[config.mk]
export PLATFORM = sky130hd
export DESIGN_NAME = life_gen_scheduler
export DESIGN_NICKNAME = d
export VERILOG_FILES = /design/src/rtl/life_pkg.sv /design/src/rtl/life_quad_next.sv /design/src/rtl/life_gen_scheduler.sv
export SDC_FILE = /design/constraint.sdc
export NUM_CORES = 1
export LEC_CHECK = 0
export BUFFER_PORTS_ARGS = -buffer_cell sky130_fd_sc_hd__buf_2
export CAP_MARGIN = 30
export CORE_ASPECT_RATIO = 1.4
export CORE_MARGIN = 5
export CORE_UTILIZATION = 30
export CTS_BUF_LIST = sky130_fd_sc_hd__clkbuf_4 sky130_fd_sc_hd__clkbuf_8 sky130_fd_sc_hd__clkbuf_16
export CTS_CLUSTER_DIAMETER = 150
export DETAILED_ROUTE_END_ITERATION = 12
export GPL_TIMING_DRIVEN = 0
export HOLD_SLACK_MARGIN = 0.12
export PLACE_DENSITY = 0.46
export SETUP_SLACK_MARGIN = 0.02
export SKIP_LAST_GASP = 1
export SYNTH_ARGS = -nofsm -noshare
export SYNTH_HDL_FRONTEND = slang
export SYNTH_SLANG_ARGS = --single-unit
[constraint.sdc]
create_clock -name clk -period 7.2 [get_ports clk]
set_input_delay 0.36 -clock clk [delete_from_list [all_inputs] [get_ports clk]]
set_output_delay 0.36 -clock clk [all_outputs]
set_load 0.02 [all_outputs]
[src/rtl/life_pkg.sv]
// Shared constants, cell addressing and scheduler states for the 8x8 toroidal Life board.
// The board is held as four 16-cell quadrant words.
package life_pkg;

  localparam int BOARD_W = 8;
  localparam int QUAD_W  = 4;
  localparam int NQUAD   = 4;
  localparam int QCELLS  = QUAD_W * QUAD_W;
  localparam int WIN_W   = QUAD_W + 2;

  typedef enum logic [2:0] {
    IDLE   = 3'd0,
    C0     = 3'd1,
    C1     = 3'd2,
    C2     = 3'd3,
    C3     = 3'd4,
    COMMIT = 3'd5
  } state_e;

  // Bit position of a cell inside a quadrant word.
  function automatic int cell_idx(input int col, input int row);
    return col * QUAD_W + row;
  endfunction

endpackage

[src/rtl/life_quad_next.sv]
// Combinational B3/S23 next state for one 4x4 quadrant, given its 6x6 neighbourhood
// (one-cell border already wrapped). Window bit index is wx*WIN_W + wy.
module life_quad_next
  import life_pkg::*;
(
  input  logic [WIN_W*WIN_W-1:0] win_i,
  output logic [QCELLS-1:0]      next_o
);

  logic [3:0] cnt;

  always_comb begin
    next_o = '0;
    cnt    = '0;
    for (int c = 0; c < QUAD_W; c++) begin
      for (int r = 0; r < QUAD_W; r++) begin
        cnt = '0;
        for (int dc = 0; dc < 3; dc++) begin
          for (int dr = 0; dr < 3; dr++) begin
            if (!(dc == 1 && dr == 1)) begin
              cnt = cnt + 4'(win_i[(c + dc) * WIN_W + (r + dr)]);
            end
          end
        end
        next_o[cell_idx(c, r)] = (cnt == 4'd3) ||
                                 (win_i[(c + 1) * WIN_W + (r + 1)] && (cnt == 4'd2));
      end
    end
  end

endmodule

[src/rtl/life_gen_scheduler.sv]
// Owns the Life board, serves the display read port and sequences seed loads and
// generation updates so the committed board only changes during vertical blanking.
module life_gen_scheduler
  import life_pkg::*;
#(
  parameter int GEN_W  = 16,
  parameter int RATE_W = 4
) (
  input  logic              clk,
  input  logic              reset_n,
  input  logic              vblank_start,
  input  logic              run,
  input  logic [RATE_W-1:0] rate,
  input  logic              step_req,
  output logic              step_ack,
  input  logic              load_valid,
  output logic              load_ready,
  input  logic [1:0]        load_addr,
  input  logic [15:0]       load_data,
  input  logic [1:0]        disp_sel,
  output logic [15:0]       disp_alive,
  output logic              busy,
  output logic              gen_done,
  output logic [GEN_W-1:0]  generation
);

  // state | meaning
  // IDLE   | board stable, loads accepted unless a generation is pending
  // C0..C3 | next state of quadrant 0..3 written into the shadow copy
  // COMMIT | shadow copied to the board in one edge, generation advanced
  state_e state_q, state_d;

  logic [QCELLS-1:0] board_q  [NQUAD];
  logic [QCELLS-1:0] shadow_q [NQUAD];
  logic [RATE_W-1:0] frame_cnt_q, frame_cnt_d;
  logic [GEN_W-1:0]  gen_q, gen_d;
  logic              pending_q, pending_d;
  logic              step_pend_q, step_pend_d;
  logic              gen_done_q, step_ack_q;

  logic [RATE_W-1:0] rate_max;
  logic              run_hit, step_hit, trigger, load_fire;
  logic              calc_en, commit;
  logic [1:0]        calc_q;
  logic [WIN_W*WIN_W-1:0] win;
  logic [QCELLS-1:0] quad_next;
  logic [2:0]        gx, gy;

  always_ff @(posedge clk) begin
    if (!reset_n) state_q <= IDLE;
    else          state_q <= state_d;
  end

  always_comb begin
    state_d = state_q;
    unique case (state_q)
      IDLE:    if (pending_q) state_d = C0;
      C0:      state_d = C1;
      C1:      state_d = C2;
      C2:      state_d = C3;
      C3:      state_d = COMMIT;
      COMMIT:  state_d = IDLE;
      default: state_d = IDLE;
    endcase
  end

  always_comb begin
    busy    = 1'b0;
    calc_en = 1'b0;
    commit  = 1'b0;
    calc_q  = 2'd0;
    unique case (state_q)
      C0:      begin busy = 1'b1; calc_en = 1'b1; calc_q = 2'd0; end
      C1:      begin busy = 1'b1; calc_en = 1'b1; calc_q = 2'd1; end
      C2:      begin busy = 1'b1; calc_en = 1'b1; calc_q = 2'd2; end
      C3:      begin busy = 1'b1; calc_en = 1'b1; calc_q = 2'd3; end
      COMMIT:  begin busy = 1'b1; commit = 1'b1; end
      default: ;
    endcase
    load_ready = (state_q == IDLE) && !pending_q;
  end

  // rate 0 behaves like rate 1; >= keeps a shrinking rate from skipping a wrap
  assign rate_max  = (rate == '0) ? '0 : rate - RATE_W'(1);
  assign run_hit   = run && (frame_cnt_q >= rate_max);
  assign step_hit  = vblank_start && load_ready && step_req && !step_pend_q;
  assign trigger   = vblank_start && load_ready && (run_hit || (step_req && !step_pend_q));
  assign load_fire = load_valid && load_ready;

  always_comb begin
    frame_cnt_d = frame_cnt_q;
    if (!run)              frame_cnt_d = '0;
    else if (vblank_start) frame_cnt_d = (frame_cnt_q >= rate_max) ? '0 : frame_cnt_q + RATE_W'(1);

    pending_d   = pending_q;
    step_pend_d = step_pend_q;
    gen_d       = gen_q;
    if (trigger)  pending_d   = 1'b1;
    if (step_hit) step_pend_d = 1'b1;
    if (commit) begin
      pending_d   = 1'b0;
      step_pend_d = 1'b0;
      gen_d       = gen_q + GEN_W'(1);
    end
  end

  // Wrapped 6x6 window around quadrant calc_q; 3-bit truncation gives mod 8.
  always_comb begin
    win = '0;
    gx  = '0;
    gy  = '0;
    for (int wx = 0; wx < WIN_W; wx++) begin
      for (int wy = 0; wy < WIN_W; wy++) begin
        gx = 3'(int'(calc_q[1]) * QUAD_W + wx + BOARD_W - 1);
        gy = 3'(int'(calc_q[0]) * QUAD_W + wy + BOARD_W - 1);
        win[wx * WIN_W + wy] = board_q[{gx[2], gy[2]}][cell_idx(int'(gx[1:0]), int'(gy[1:0]))];
      end
    end
  end

  life_quad_next u_quad_next (
    .win_i  (win),
    .next_o (quad_next)
  );

  always_ff @(posedge clk) begin
    if (!reset_n) begin
      board_q     <= '{default: '0};
      shadow_q    <= '{default: '0};
      frame_cnt_q <= '0;
      gen_q       <= '0;
      pending_q   <= 1'b0;
      step_pend_q <= 1'b0;
      gen_done_q  <= 1'b0;
      step_ack_q  <= 1'b0;
    end else begin
      if (load_fire) board_q[load_addr] <= load_data;
      if (commit)    board_q <= shadow_q;
      if (calc_en)   shadow_q[calc_q] <= quad_next;
      frame_cnt_q <= frame_cnt_d;
      gen_q       <= gen_d;
      pending_q   <= pending_d;
      step_pend_q <= step_pend_d;
      gen_done_q  <= commit;
      step_ack_q  <= commit && step_pend_q;
    end
  end

  assign disp_alive = board_q[disp_sel];
  assign gen_done   = gen_done_q;
  assign step_ack   = step_ack_q;
  assign generation = gen_q;

endmodule

After elaboration in Yosys (flattened, before gate mapping)

Index checks and enable logic that the tools add are counted.

Add/sub/neg operators: 185
Magnitude comparators: 78
Eq/ne operators: 38
Muxes and demuxes: 235
Bitwise gates (word level): 40
Reduce and logical (&&, ||, !) cells: 53

Operator list:

| operator                                                            | count |
|---|---|
| 16-bit 2-to-1 mux                                                   | 76 |
| 16-bit binary-select mux with 2-bit select                          | 37 |
| 4-bit by 1-bit adder with 4-bit output                              | 96 |
| 4-bit by 2-bit adder with 5-bit output                              | 36 |
| 5-bit < comparator (second input constant)                          | 36 |
| 1-bit binary-select mux with 4-bit select                           | 36 |
| 64-bit bitwise mux                                                  | 2 |
| 4-bit by 2-bit == test with 1-bit output (second input constant)    | 32 |
| 64-bit 2-to-1 mux                                                   | 2 |
| 3-bit greater-or-equal comparator (second input constant)           | 39 |
| 2-bit inverter with 3-bit output                                    | 39 |
| 1-bit 2-to-1 mux                                                    | 75 |
| 16-bit demux with 2-bit select                                      | 2 |
| 3-bit by 1-bit adder with 3-bit output (second input constant)      | 14 |
| 3-bit by 1-bit subtractor with 3-bit output (second input constant) | 12 |
| 1-bit by 1-bit adder with 2-bit output                              | 16 |
| 1-bit logical AND                                                   | 27 |
| 1-bit logical OR                                                    | 17 |
| 16-bit by 1-bit adder with 16-bit output (second input constant)    | 1 |
| 3-bit case mux with 5 select lines                                  | 1 |
| 3-bit by 2-bit adder with 3-bit output (second input constant)      | 4 |
| 3-bit adder (second input constant)                                 | 4 |
| 4-bit 2-to-1 mux                                                    | 2 |
| 3-bit by 2-bit == test with 1-bit output (second input constant)    | 2 |
| 18 further kinds                                                    | 21 |

Register bits after elaboration: 155
Bits of input ports: 30
Output and inout bits: 36
Word-level logic and storage cells: 644

Logic depth before layout (Yosys ltp)

Gate-level depths: netlist (run 1).

Word-level depth: 23
Depth in mapped cells: 23
Gate-level depth less buffers: 19

Modules after synthesis

Synthesis (run 1) repeated with hierarchy kept, for this count alone.

Cell total of the unflattened synthesis: 1255
Area total of the unflattened synthesis: 10598.9 um2

By module, submodules not included:

| module             | instances | cells an instance | area an instance (um2) | sequential area each (um2) |
|---|---|---|---|---|
| life_gen_scheduler | 1         | 964               | 7925.1                 | 3103.0 |
| life_quad_next     | 1         | 291               | 2673.8                 | 0.0 |

Least setup slack after synthesis (run 1)

Ideal clock, no wire load.

Kind: register to register
Start point: register state_q[2]
End point: register shadow_q[36] in the netlist's numbering
Setup time: 59 ps
Data arrival time: 4928 ps
Required time: 7141 ps
Slack: 2212 ps
Cell stages (with the launch flop): 20
Path buffers: 4
Cells stage by stage: dfxtp_1 -> buf_2 -> buf_4 -> xnor2_1 -> nor2_1 -> buf_2 -> buf_1 -> mux2i_1 -> mux2i_1 -> ha_1 -> fa_1 -> fa_1 -> inv_1 -> fa_1 -> fa_1 -> nor3_1 -> mux2i_1 -> a211o_1 -> o21ai_0 -> and2_1

Word-level cells in the longest chain between the ends: 23
Elaborated cells between the ends (all ways): 105
Classes of those cells: 24 x add/sub; 2 x order compare; 6 x eq/ne; 59 x mux; 10 x bitwise; 4 x reduce/logical

Ends and longest elaborated chain:

| what                                                                          | line                                                 | text |
|---|---|---|
| start: declaration                                                            | life_gen_scheduler.sv:31                             | `state_e state_q, state_d;` |
| start signal: assignment                                                      | life_gen_scheduler.sv:51                             | `else state_q <= state_d;` |
| 3-bit == test or 3-bit by 2-bit == test with 1-bit output (tied branches)     | life_gen_scheduler.sv:72                             | `unique case (state_q)` |
| 2-bit case mux with 3 select lines                                            | life_gen_scheduler.sv:72                             |  |
| 3-bit by 1-bit adder with 3-bit output, on equally long branches (2 in a row) | life_gen_scheduler.sv:114, life_gen_scheduler.sv:115 |  |
| 3-bit by 1-bit subtractor with 3-bit output, on equally long branches         | life_gen_scheduler.sv:114, life_gen_scheduler.sv:115 |  |
| 2-bit inverter with 3-bit output (not written as such)                        | life_gen_scheduler.sv:116                            | `win[wx * WIN_W + wy] = board_q[{gx[2], gy[2]}][cell_idx(int'(gx[1:0]), int'(gy[1:0]))];` |
| 16-bit binary-select mux with 2-bit select                                    | life_gen_scheduler.sv:116                            |  |
| 16-bit 2-to-1 mux (not written as such) (2 in a row)                          | life_gen_scheduler.sv:116                            |  |
| 1-bit binary-select mux with 4-bit select                                     | life_gen_scheduler.sv:116                            |  |
| 1-bit 2-to-1 mux (not written as such) (2 in a row)                           | life_gen_scheduler.sv:116                            |  |
| 1-bit by 1-bit adder with 2-bit output                                        | life_quad_next.sv:21                                 | `cnt = cnt + 4'(win_i[(c + dc) * WIN_W + (r + dr)]);` |
| 4-bit by 1-bit adder with 4-bit output (6 in a row)                           | life_quad_next.sv:21                                 |  |
| 4-bit by 2-bit == test with 1-bit output                                      | life_quad_next.sv:26                                 | `(win_i[(c + 1) * WIN_W + (r + 1)] && (cnt == 4'd2));` |
| 1-bit logical AND                                                             | life_quad_next.sv:26                                 |  |
| 1-bit logical OR                                                              | life_quad_next.sv:25                                 | `next_o[cell_idx(c, r)] = (cnt == 4'd3) \|\|` |
| 64-bit bitwise mux                                                            | life_gen_scheduler.sv:139                            | `if (calc_en) shadow_q[calc_q] <= quad_next;` |
| end signal: indexed assignment                                                | life_gen_scheduler.sv:139                            |  |
| end: declaration                                                              | life_gen_scheduler.sv:34                             | `logic [QCELLS-1:0] shadow_q [NQUAD];` |

Several ways; a longest one is shown, not always the timed one. The select of a mux whose other input is x is not followed.
A chain may end at the register's enable or synchronous reset.

Worst setup path after layout (run 1)

Start point: register state_q[0]
End point: register shadow_q[50] in the netlist's numbering

Word-level cells in the longest chain between the ends: 23
Elaborated cells between the ends (all ways): 105
Classes of those cells: 24 x add/sub; 2 x order compare; 6 x eq/ne; 59 x mux; 10 x bitwise; 4 x reduce/logical

Ends and longest elaborated chain:

| what                                                                      | line                      | text |
|---|---|---|
| 3-bit == test or 3-bit by 2-bit == test with 1-bit output (tied branches) | life_gen_scheduler.sv:72  |  |
| 2-bit case mux with 3 select lines                                        | life_gen_scheduler.sv:72  |  |
| 3-bit by 2-bit adder with 3-bit output                                    | life_gen_scheduler.sv:115 | `gy = 3'(int'(calc_q[0]) * QUAD_W + wy + BOARD_W - 1);` |
| 3-bit by 1-bit adder with 3-bit output                                    | life_gen_scheduler.sv:115 |  |
| 3-bit by 1-bit subtractor with 3-bit output                               | life_gen_scheduler.sv:115 |  |
| 2-bit inverter with 3-bit output (not written as such)                    | life_gen_scheduler.sv:116 |  |
| 16-bit binary-select mux with 2-bit select                                | life_gen_scheduler.sv:116 |  |
| 16-bit 2-to-1 mux (not written as such) (2 in a row)                      | life_gen_scheduler.sv:116 |  |
| 1-bit binary-select mux with 4-bit select                                 | life_gen_scheduler.sv:116 |  |
| 1-bit 2-to-1 mux (not written as such) (2 in a row)                       | life_gen_scheduler.sv:116 |  |
| 1-bit by 1-bit adder with 2-bit output                                    | life_quad_next.sv:21      |  |
| 4-bit by 1-bit adder with 4-bit output (6 in a row)                       | life_quad_next.sv:21      |  |
| 4-bit by 2-bit == test with 1-bit output                                  | life_quad_next.sv:26      |  |
| 1-bit logical AND                                                         | life_quad_next.sv:26      |  |
| 1-bit logical OR                                                          | life_quad_next.sv:25      |  |
| 64-bit bitwise mux                                                        | life_gen_scheduler.sv:139 |  |

Several ways; a longest one is shown, not always the timed one. The select of a mux whose other input is x is not followed.

==> results_dict.tcl, run 1 <==
set metrics [dict create \
    die_w_um 170 \
    initial_core_util 0.302 \
    vias_per_cell 5.39 \
    crit_family "simple AND/OR/NAND/NOR gates" \
    p_per_area_nw_per_um2 245 \
    hold_viol 0 \
    cts.reportedPaths.clkPinSlew_ns 0.07 \
    ys_seq_elements 155 \
    post_cts_buffers 0 \
    ys.flop_type "dfxtp_1" \
    crit_path_top_delay_cell "buf_1" \
    maxCapViolations 0 \
    netSwitchingPower_mw 1.13 \
    die-area_um2 39800 \
    p_total_mw 3.03 \
    drcViolationCount 0 \
    peakVddDrop_v 0.000165 \
    portBuffers 62 \
    hp-start "step_req" \
    antenna_cells 0 \
    cts_max_path_buffers 2 \
    multi_input_area_um2 6970 \
    first_iter_violations 815 \
    finalWirelength_um 40100 \
    critPathLaunchType "flip-flop" \
    post_cts_resized 0 \
    period_needed_ns 6.25 \
    power.share.switching 0.375 \
    regToRegStartpoint "state_q[0]" \
    finClkSkew_ns 0.0112 \
    drive_above_1_share 0.125 \
    p_leak_nw 5.54 \
    nets 1450 \
    cts_made_buffers 17 \
    path_buf_inv 4 \
    slew_headroom 0.331 \
    drt-pass1-iter-count 5 \
    syn-instance-count 1211 \
    regArea_um2 3100 \
    antenna_found_initial 0 \
    coreArea_um2 35600 \
    worstPathArrival_ns 6.60 \
    cts_tree "yes" \
    cell_internal_pwr_mw 1.89 \
    ys_types 74 \
    ys_warn_count 0 \
    wire_per_inst_um 22.5 \
    place_congestion 0.917 \
    p_comb_frac 0.381 \
    report.final.slew_viol_count 0 \
    grt_pass1_vias 9461 \
    ant_nets 0 \
    cts_root_buf "clkbuf_16" \
    hp-class "input port to flip-flop" \
    critPathMaxFanout 10 \
    synth_nets 1357 \
    crit_start "state_q[0]" \
    max_stage_delay_ns 0.59 \
    syn_avg_cell_area_um2 8.88 \
    grt_start_max_net_pins 17 \
    syn2layout_area_growth_pct 14.7 \
    seq_area_frac_synth 0.288 \
    power.share.clock 0.311 \
    cts_sinks 155 \
    setup_viol 0 \
    grt.overflow.total 0 \
    async_reset_ff_frac 0 \
    outcome "finished, final reports clean" \
    rsz0062_at_grt "no" \
    synth_edf_count 0 \
    clkLatencyLatePin_ns 0.43 \
    dieHeight_um 234 \
    dpl_worst_slack_ns 1.07 \
    fmax_ghz 0.160 \
    dp_hpwl_um 31300 \
    placed_cells 1747 \
    setup_ws_ns 0.952 \
    critical_path.cell_chain "buf_2 > and3b_1 > clkbuf_1 > nor2_1 > buf_2 > buf_1 > mux2i_1 > fa_1 > xor2_1 > ha_1 > ha_1 > a21oi_1 > fa_1 > or3_1 > o221ai_1 > a41oi_1 > or4_4 > o21ai_1" \
    worst_pin_slew_ns 1.00 \
    io_pins 66 \
    seq_power_share 0.308 \
    period_share 0.868 \
    mappedNetlistArea_um2 10800 \
    cp.required_ns 7.56 \
    grt_pass1_wl_um 59700 \
    hold_buffers 0 \
    final_cells 1778 \
    nFillCells 3703 \
    cp-end-kind "flip-flop" \
    crit_type "flip-flop to flip-flop" \
    rows 82 \
    ctsHtreeMaxLevel 4 \
    num_vias 9584 \
    grt_usage 0.200 \
]
## stage by stage
stage / hold WS, ns / TNS (ns) / cell area, um^2 / util
6_report: 0.205 / 0 / 12300 / 0.347
5_1_grt: 0.241 / 0 / 12300 / 0.347
4_1_cts: 0.206 / 0 / 12300 / 0.347
3_5_place_dp: 0.447 / 0 / 11700 / 0.330
3_3_place_gp: 0.444 / -0.209 / 11600 / 0.327
2_1_floorplan: 0.437 / 0 / 10800 / -
## sequential cells by signal (all words and copies together), names as in the netlist
name and count:
step_pend_q 1, frame_cnt_q 4, generation 16, gen_done 1, step_ack 1, shadow_q 64, board_q 64, pending_q 1
state_q 3
## power by group through the flow
stage          clock [mW]  sequential, mW  combinational [mW]
2_1_floorplan           0           0.932               0.780
3_3_place_gp            0           0.949                1.11
3_5_place_dp            0           0.949                1.16
4_1_cts             0.949           0.930                1.16
5_1_grt             0.987           0.934                1.29
6_report            0.942           0.931                1.15
## path summary, 6_finish.rpt
check	endpoint	slack [ns]	cells after the start
setup / recovery	shadow_q[50]	0.95	18
hold / removal	step_pend_q	0.20	3
setup reg to reg	shadow_q[50]	0.95	18
hold reg to reg	shadow_q[38]	0.46	2
## cell type report
cell class	count	area share
plain buffers	72	0.0255
multi-input cells	886	0.565
clock buffers	24	0.0392
flip-flops and latches	155	0.251
inverters	98	0.0298
well taps	462	0.0468
repair buffers	74	0.0327
clock inverters	7	0.00943
## placed cells by master, fill, tap and decap left out, types with 13 or more instances in the layout
cell,instances
dfxtp_1,155
nor2_1,127
mux2i_1,105
inv_1,95
buf_2,87
nand2_1,79
ha_1,69
a211oi_1,68
a21oi_1,55
o21ai_0,53
nand3_1,52
fa_1,47
clkbuf_1,42
nand2b_1,17
xor2_1,17
clkbuf_16,17
mux4_2,16
xnor2_1,15
o21ai_1,15
a21o_1,14
nor3_1,13
## synthesized netlist by cell type (3+ instances only)
| cell type | count | area, um^2 |
|---|---|---|
| nand3b_1 | 4 | 30.0 |
| and3_1 | 3 | 18.8 |
| buf_4 | 3 | 22.5 |
| nor2b_1 | 4 | 25.0 |
| nand3_1 | 52 | 260 |
| dfxtp_1 | 155 | 3100 |
| fa_1 | 47 | 941 |
| and2_1 | 10 | 62.6 |
| a31oi_1 | 3 | 18.8 |
| mux2i_1 | 105 | 1050 |
| xor2_1 | 17 | 149 |
| mux4_2 | 16 | 360 |
| o21ai_0 | 54 | 270 |
| a221oi_1 | 9 | 78.8 |
| a2111oi_0 | 5 | 43.8 |
| nand2b_1 | 17 | 106 |
| nor3_1 | 13 | 65.1 |
| inv_1 | 95 | 357 |
| o311ai_0 | 3 | 26.3 |
| ha_1 | 69 | 863 |
| nand4_1 | 3 | 18.8 |
| buf_1 | 6 | 22.5 |
| a32oi_1 | 4 | 35.0 |
| a21o_1 | 14 | 105 |
| a211oi_1 | 68 | 510 |
| nor2_1 | 127 | 477 |
| o22ai_1 | 9 | 56.3 |
| o21ai_1 | 14 | 70.1 |
| o221ai_1 | 5 | 43.8 |
| o31ai_1 | 3 | 22.5 |
| a21oi_1 | 55 | 275 |
| nor3b_1 | 8 | 60.1 |
| clkbuf_1 | 42 | 158 |
| or3_1 | 6 | 37.5 |
| xnor2_1 | 15 | 131 |
| buf_2 | 20 | 100 |
| nand2_1 | 79 | 297 |
## cells by family (layout without fill, tap and decap cells)
family | count (synthesis) | count (layout) | share of synthesized area
simple gates | 344 | 344 | 0.152
compound gates | 271 | 271 | 0.169
buf+inv | 170 | 275 | 0.0634
flops | 155 | 155 | 0.288
mux | 122 | 122 | 0.132
fa+ha+maj | 116 | 116 | 0.168
xor+xnor | 33 | 33 | 0.0276
## worst register-to-register path, cell delays in order (launching register included)
cell	delay, ns
dfxtp_1	0.35
buf_2	0.21
and3b_1	0.20
clkbuf_1	0.34
nor2_1	0.44
buf_2	0.36
buf_1	0.59
mux2i_1	0.46
fa_1	0.53
xor2_1	0.19
ha_1	0.28
ha_1	0.31
a21oi_1	0.09
fa_1	0.43
or3_1	0.36
o221ai_1	0.19
a41oi_1	0.14
or4_4	0.57
o21ai_1	0.14
## layer usage
layer	up-vias	global-route usage	routed length [um]
met5	-	0	0
met4	0	0.0901	2020
met3	87	0.0268	1790
met2	291	0.340	19400
met1	4737	0.252	16900
li1	4469	-	-
(Power assumes the default switching activity.)
==> run 2, diff against run 1 <==
- clock period: 7.2 -> 6.5 ns (I/O delays scaled with it)
==> results_dict.tcl, run 2 (synthesized netlist as in run 1, its figures left out) <==
set metrics [dict create \
    clkLatencyLatePin_ns 0.43 \
    ant_nets 0 \
    setup_viol 0 \
    drive_above_1_share 0.128 \
    cts.reportedPaths.clkPinSlew_ns 0.06 \
    io_pins 66 \
    r2r_slack_ns 0.48 \
    rows 82 \
    antenna_found_initial 0 \
    worstPathArrival_ns 6.37 \
    maxCapViolations 0 \
    place_congestion 0.917 \
    finish.utilization 0.347 \
    grt_start_max_net_pins 17 \
    grt_pass1_wl_um 59700 \
    p_per_area_nw_per_um2 271 \
    nets 1449 \
    dp_hpwl_um 31300 \
    vias_per_cell 5.35 \
    cts_made_buffers 17 \
    slew_headroom 0.347 \
    die-area_um2 39800 \
    finClkSkew_ns 0.0117 \
    num_vias 9515 \
    cts_root_buf "clkbuf_16" \
    period_share 0.926 \
    post_cts_resized 0 \
    wire_per_inst_um 22.5 \
    hp-class "input port to flip-flop" \
    layout_commonest_cell "dfxtp_1" \
    final_cells 1777 \
    most-common-layout-cells "155 x dfxtp_1, 127 x nor2_1, 105 x mux2i_1" \
    drt-pass1-iter-count 5 \
    syn2layout_area_growth_pct 14.8 \
    period_needed_ns 6.02 \
    p_leak_nw 5.54 \
    crit_type "flip-flop to flip-flop" \
    peakVddDrop_v 0.000182 \
    cp-end-kind "flip-flop" \
    grt_pass1_vias 9461 \
    rsz0062_at_grt "no" \
    portBuffers 62 \
    grt.overflow.total 0 \
    dieHeight_um 234 \
    cp.required_ns 6.85 \
    outcome "finished, final reports clean" \
    finalWirelength_um 40000 \
    nFillCells 3698 \
    critPathLaunchType "flip-flop" \
    cts_tree "yes" \
    critPathMaxFanout 10 \
    die_w_um 170 \
    drcViolationCount 0 \
    ctsHtreeMaxLevel 4 \
    coreArea_um2 35600 \
    placed_cells 1747 \
    worst_pin_slew_ns 0.979 \
    first_iter_violations 844 \
    hold_viol 0 \
    antenna_cells 0 \
    initial_core_util 0.302 \
    report.final.slew_viol_count 0 \
    grt_usage 0.200 \
    post_cts_buffers 0 \
    cts_sinks 155 \
    fmax_ghz 0.166 \
    hold_buffers 0 \
    cts_max_path_buffers 2 \
    setup_tns_ns 0 \
]
## run 2: through the flow
step                hold slack (ns)  cell area (um^2)  power (mW)  setup WS (ns)
finish                        0.173             12300        3.35          0.482
global route                  0.206             12300        3.56          0.115
CTS                           0.171             12300        3.37          0.326
detailed placement            0.447             11700        2.33          0.369
global placement              0.444             11600        2.28         -0.787
floorplan                     0.437             10800        1.90           1.51
## run 2: layout make-up
class                   instances  area (um^2)  area share
clock buffers                  24          484      0.0392
well taps                     462          578      0.0468
flip-flops and latches        155         3100       0.251
clock inverters                 7          116     0.00942
inverters                      98          372      0.0301
repair buffers                 74          403      0.0326
plain buffers                  71          312      0.0252
multi-input cells             886         6980       0.565
## run 2: power breakdown
group,total [mW],switching [mW],internal [mW]
combinational,1.27,0.804,0.470
clock,1.04,0.403,0.637
sequential,1.03,0.0430,0.989
## run 2: final timing paths
check / startpoint / end / depth (start not counted)
setup / recovery: state_q[0] / shadow_q[18] / 18
hold / removal: step_req / step_pend_q / 3
setup reg to reg: state_q[0] / shadow_q[18] / 18
hold reg to reg: shadow_q[40] / shadow_q[40] / 2
## run 2: worst max-delay path, stage by stage, from the launching register on
cell	delay, ns
dfxtp_1	0.39
buf_2	0.30
and3b_1	0.20
clkbuf_1	0.59
nor2_1	0.26
buf_2	0.29
clkbuf_2	0.29
mux2i_1	0.40
fa_1	0.53
xor2_1	0.19
ha_1	0.28
ha_1	0.31
a21oi_1	0.09
fa_1	0.42
or3_1	0.36
o221ai_1	0.19
a41oi_1	0.14
or4_4	0.57
o21ai_1	0.14
## run 2: metal layers
layer  GRT usage  share of wire
met5           0              0
met4      0.0901          0.049
met3      0.0268          0.046
met2       0.340           0.49
met1       0.252           0.42
==> run 3, diff against run 2 <==
- CORE_ASPECT_RATIO: 1.4 -> unset
- GPL_TIMING_DRIVEN: 0 -> 1
==> results_dict.tcl, run 3 (synthesized netlist as in run 1, its figures left out) <==
set metrics [dict create \
    place_congestion 0.865 \
    seq_power_share 0.312 \
    finish.utilization 0.344 \
    grt.overflow.total 0 \
    outcome "finished, final reports clean" \
    antenna_found_initial 1 \
    cts_made_buffers 17 \
    wire_per_inst_um 20.5 \
    critPathMaxFanout 19 \
    hold_viol 0 \
    peakVddDrop_v 0.000186 \
    die-area_um2 39700 \
    hp-class "input port to flip-flop" \
    coreArea_um2 35500 \
    vias_per_cell 5.26 \
    fin_area_um2 12200 \
    finClkSkew_ns 0.0127 \
    post_cts_buffers 0 \
    setup_viol 0 \
    worst_pin_slew_ns 1.05 \
    period_needed_ns 5.94 \
    power.share.switching 0.369 \
    p_leak_nw 5.52 \
    cts_max_path_buffers 2 \
    dp_hpwl_um 26000 \
    power.share.clock 0.325 \
    initial_core_util 0.303 \
    post_cts_resized 0 \
    grt_usage 0.178 \
    cts_root_buf "clkbuf_16" \
    dieHeight_um 199 \
    cts_tree "yes" \
    critical_path.cell_chain "xor2_2 > nand2_1 > mux2i_1 > mux2i_1 > ha_1 > fa_1 > xor2_1 > ha_1 > ha_1 > a21oi_1 > fa_1 > or3_1 > o221ai_1 > a41oi_1 > or4_4 > o21ai_1" \
    crit_path_top_delay_cell "dfxtp_1" \
    hold_slack_ns 0.174 \
    p_per_area_nw_per_um2 273 \
    first_iter_violations 599 \
    period_share 0.914 \
    clkLatencyLatePin_ns 0.43 \
    cp.required_ns 6.85 \
    grt_start_max_net_pins 81 \
    report.final.slew_viol_count 0 \
    most-common-layout-cells "155 x dfxtp_1, 126 x nor2_1, 105 x mux2i_1" \
    io_pins 66 \
    crit_type "flip-flop to flip-flop" \
    p_comb_frac 0.364 \
    portBuffers 65 \
    syn2layout_area_growth_pct 13.6 \
    drive_above_1_share 0.130 \
    rsz0062_at_grt "no" \
    max_stage_delay_ns 0.76 \
    slew_headroom 0.299 \
    ctsHtreeMaxLevel 4 \
    cts.reportedPaths.clkPinSlew_ns 0.06 \
    setup_tns_ns 0 \
    layout_commonest_cell "dfxtp_1" \
    cp-end-kind "flip-flop" \
    netSwitchingPower_mw 1.23 \
    hold_buffers 0 \
    cts_sinks 155 \
    critical-path-top-cell-by-count "ha_1" \
    rows 69 \
    num_vias 9086 \
    place_area_um2 11600 \
    drcViolationCount 0 \
    grt_pass1_vias 8850 \
    drt-pass1-iter-count 5 \
    maxCapViolations 0 \
    die_w_um 199 \
    ant_nets 0 \
    grt_pass1_wl_um 53600 \
    finalWirelength_um 35400 \
    antenna_cells 0 \
    placed_cells 1696 \
    nets 1400 \
    final_cells 1727 \
    critPathLaunchType "flip-flop" \
    worstPathArrival_ns 6.29 \
    cell_internal_pwr_mw 2.10 \
    fmax_ghz 0.168 \
]
## run 3: cell count changes in the layout (fill, tap and decap cells not counted), moves of 2 or more
cell / delta
clkbuf_4: -6
clkbuf_1: -42
inv_6: +2
buf_4: +24
clkinvlp_4: -2
buf_2: -22
buf_1: -4
buf_6: -3
clkinv_4: +2
## run 3: path summary, 6_finish.rpt
kind | start | cells after the start | slack (ns) | end
worst max-delay path | state_q[1] | 16 | 0.56 | shadow_q[34]
worst min-delay path | step_req | 3 | 0.17 | step_pend_q
worst max register to register | state_q[1] | 16 | 0.56 | shadow_q[34]
worst min register to register | shadow_q[24] | 2 | 0.46 | shadow_q[24]
## run 3: metrics by stage
step,setup slack [ns],power (mW)
6_report,0.559,3.33
5_1_grt,0.284,3.55
4_1_cts,0.641,3.37
3_5_place_dp,0.675,2.28
3_3_place_gp,0.833,2.26
2_1_floorplan,1.51,1.90
## run 3: power groups by stage
stage	clock, mW	combinational, mW	sequential, mW
finish	1.08	1.21	1.04
global route	1.14	1.37	1.04
CTS	1.10	1.23	1.04
detailed placement	0	1.22	1.06
global placement	0	1.21	1.06
floorplan	0	0.864	1.03
## run 3: cell type report
class | count | area (um^2)
fillers | 3728 | 23300
multi-input cells | 886 | 6980
flip-flops and latches | 155 | 3100
well taps | 461 | 577
repair buffers | 96 | 558
clock buffers | 18 | 439
inverters | 98 | 368
clock inverters | 13 | 190
## run 3: worst max-delay path: cells and delay by family (launching register included)
family	cells	cell delay (ns)
adder cells (fa/ha/maj)	5	1.89
AND/OR/NAND/NOR	3	1.40
flip-flops	1	0.76
multiplexers	2	0.62
XOR/XNOR	2	0.64
AO/OA/AOI/OAI	4	0.53
## run 3: layer usage
| metal | GRT usage | vias up | wire (um) |
|---|---|---|---|
| li1 | - | 4376 | - |
| met1 | 0.248 | 4438 | 16900 |
| met2 | 0.284 | 228 | 16100 |
| met3 | 0.0336 | 42 | 1690 |
| met4 | 0.0465 | 2 | 696 |
| met5 | 0 | - | 11 |
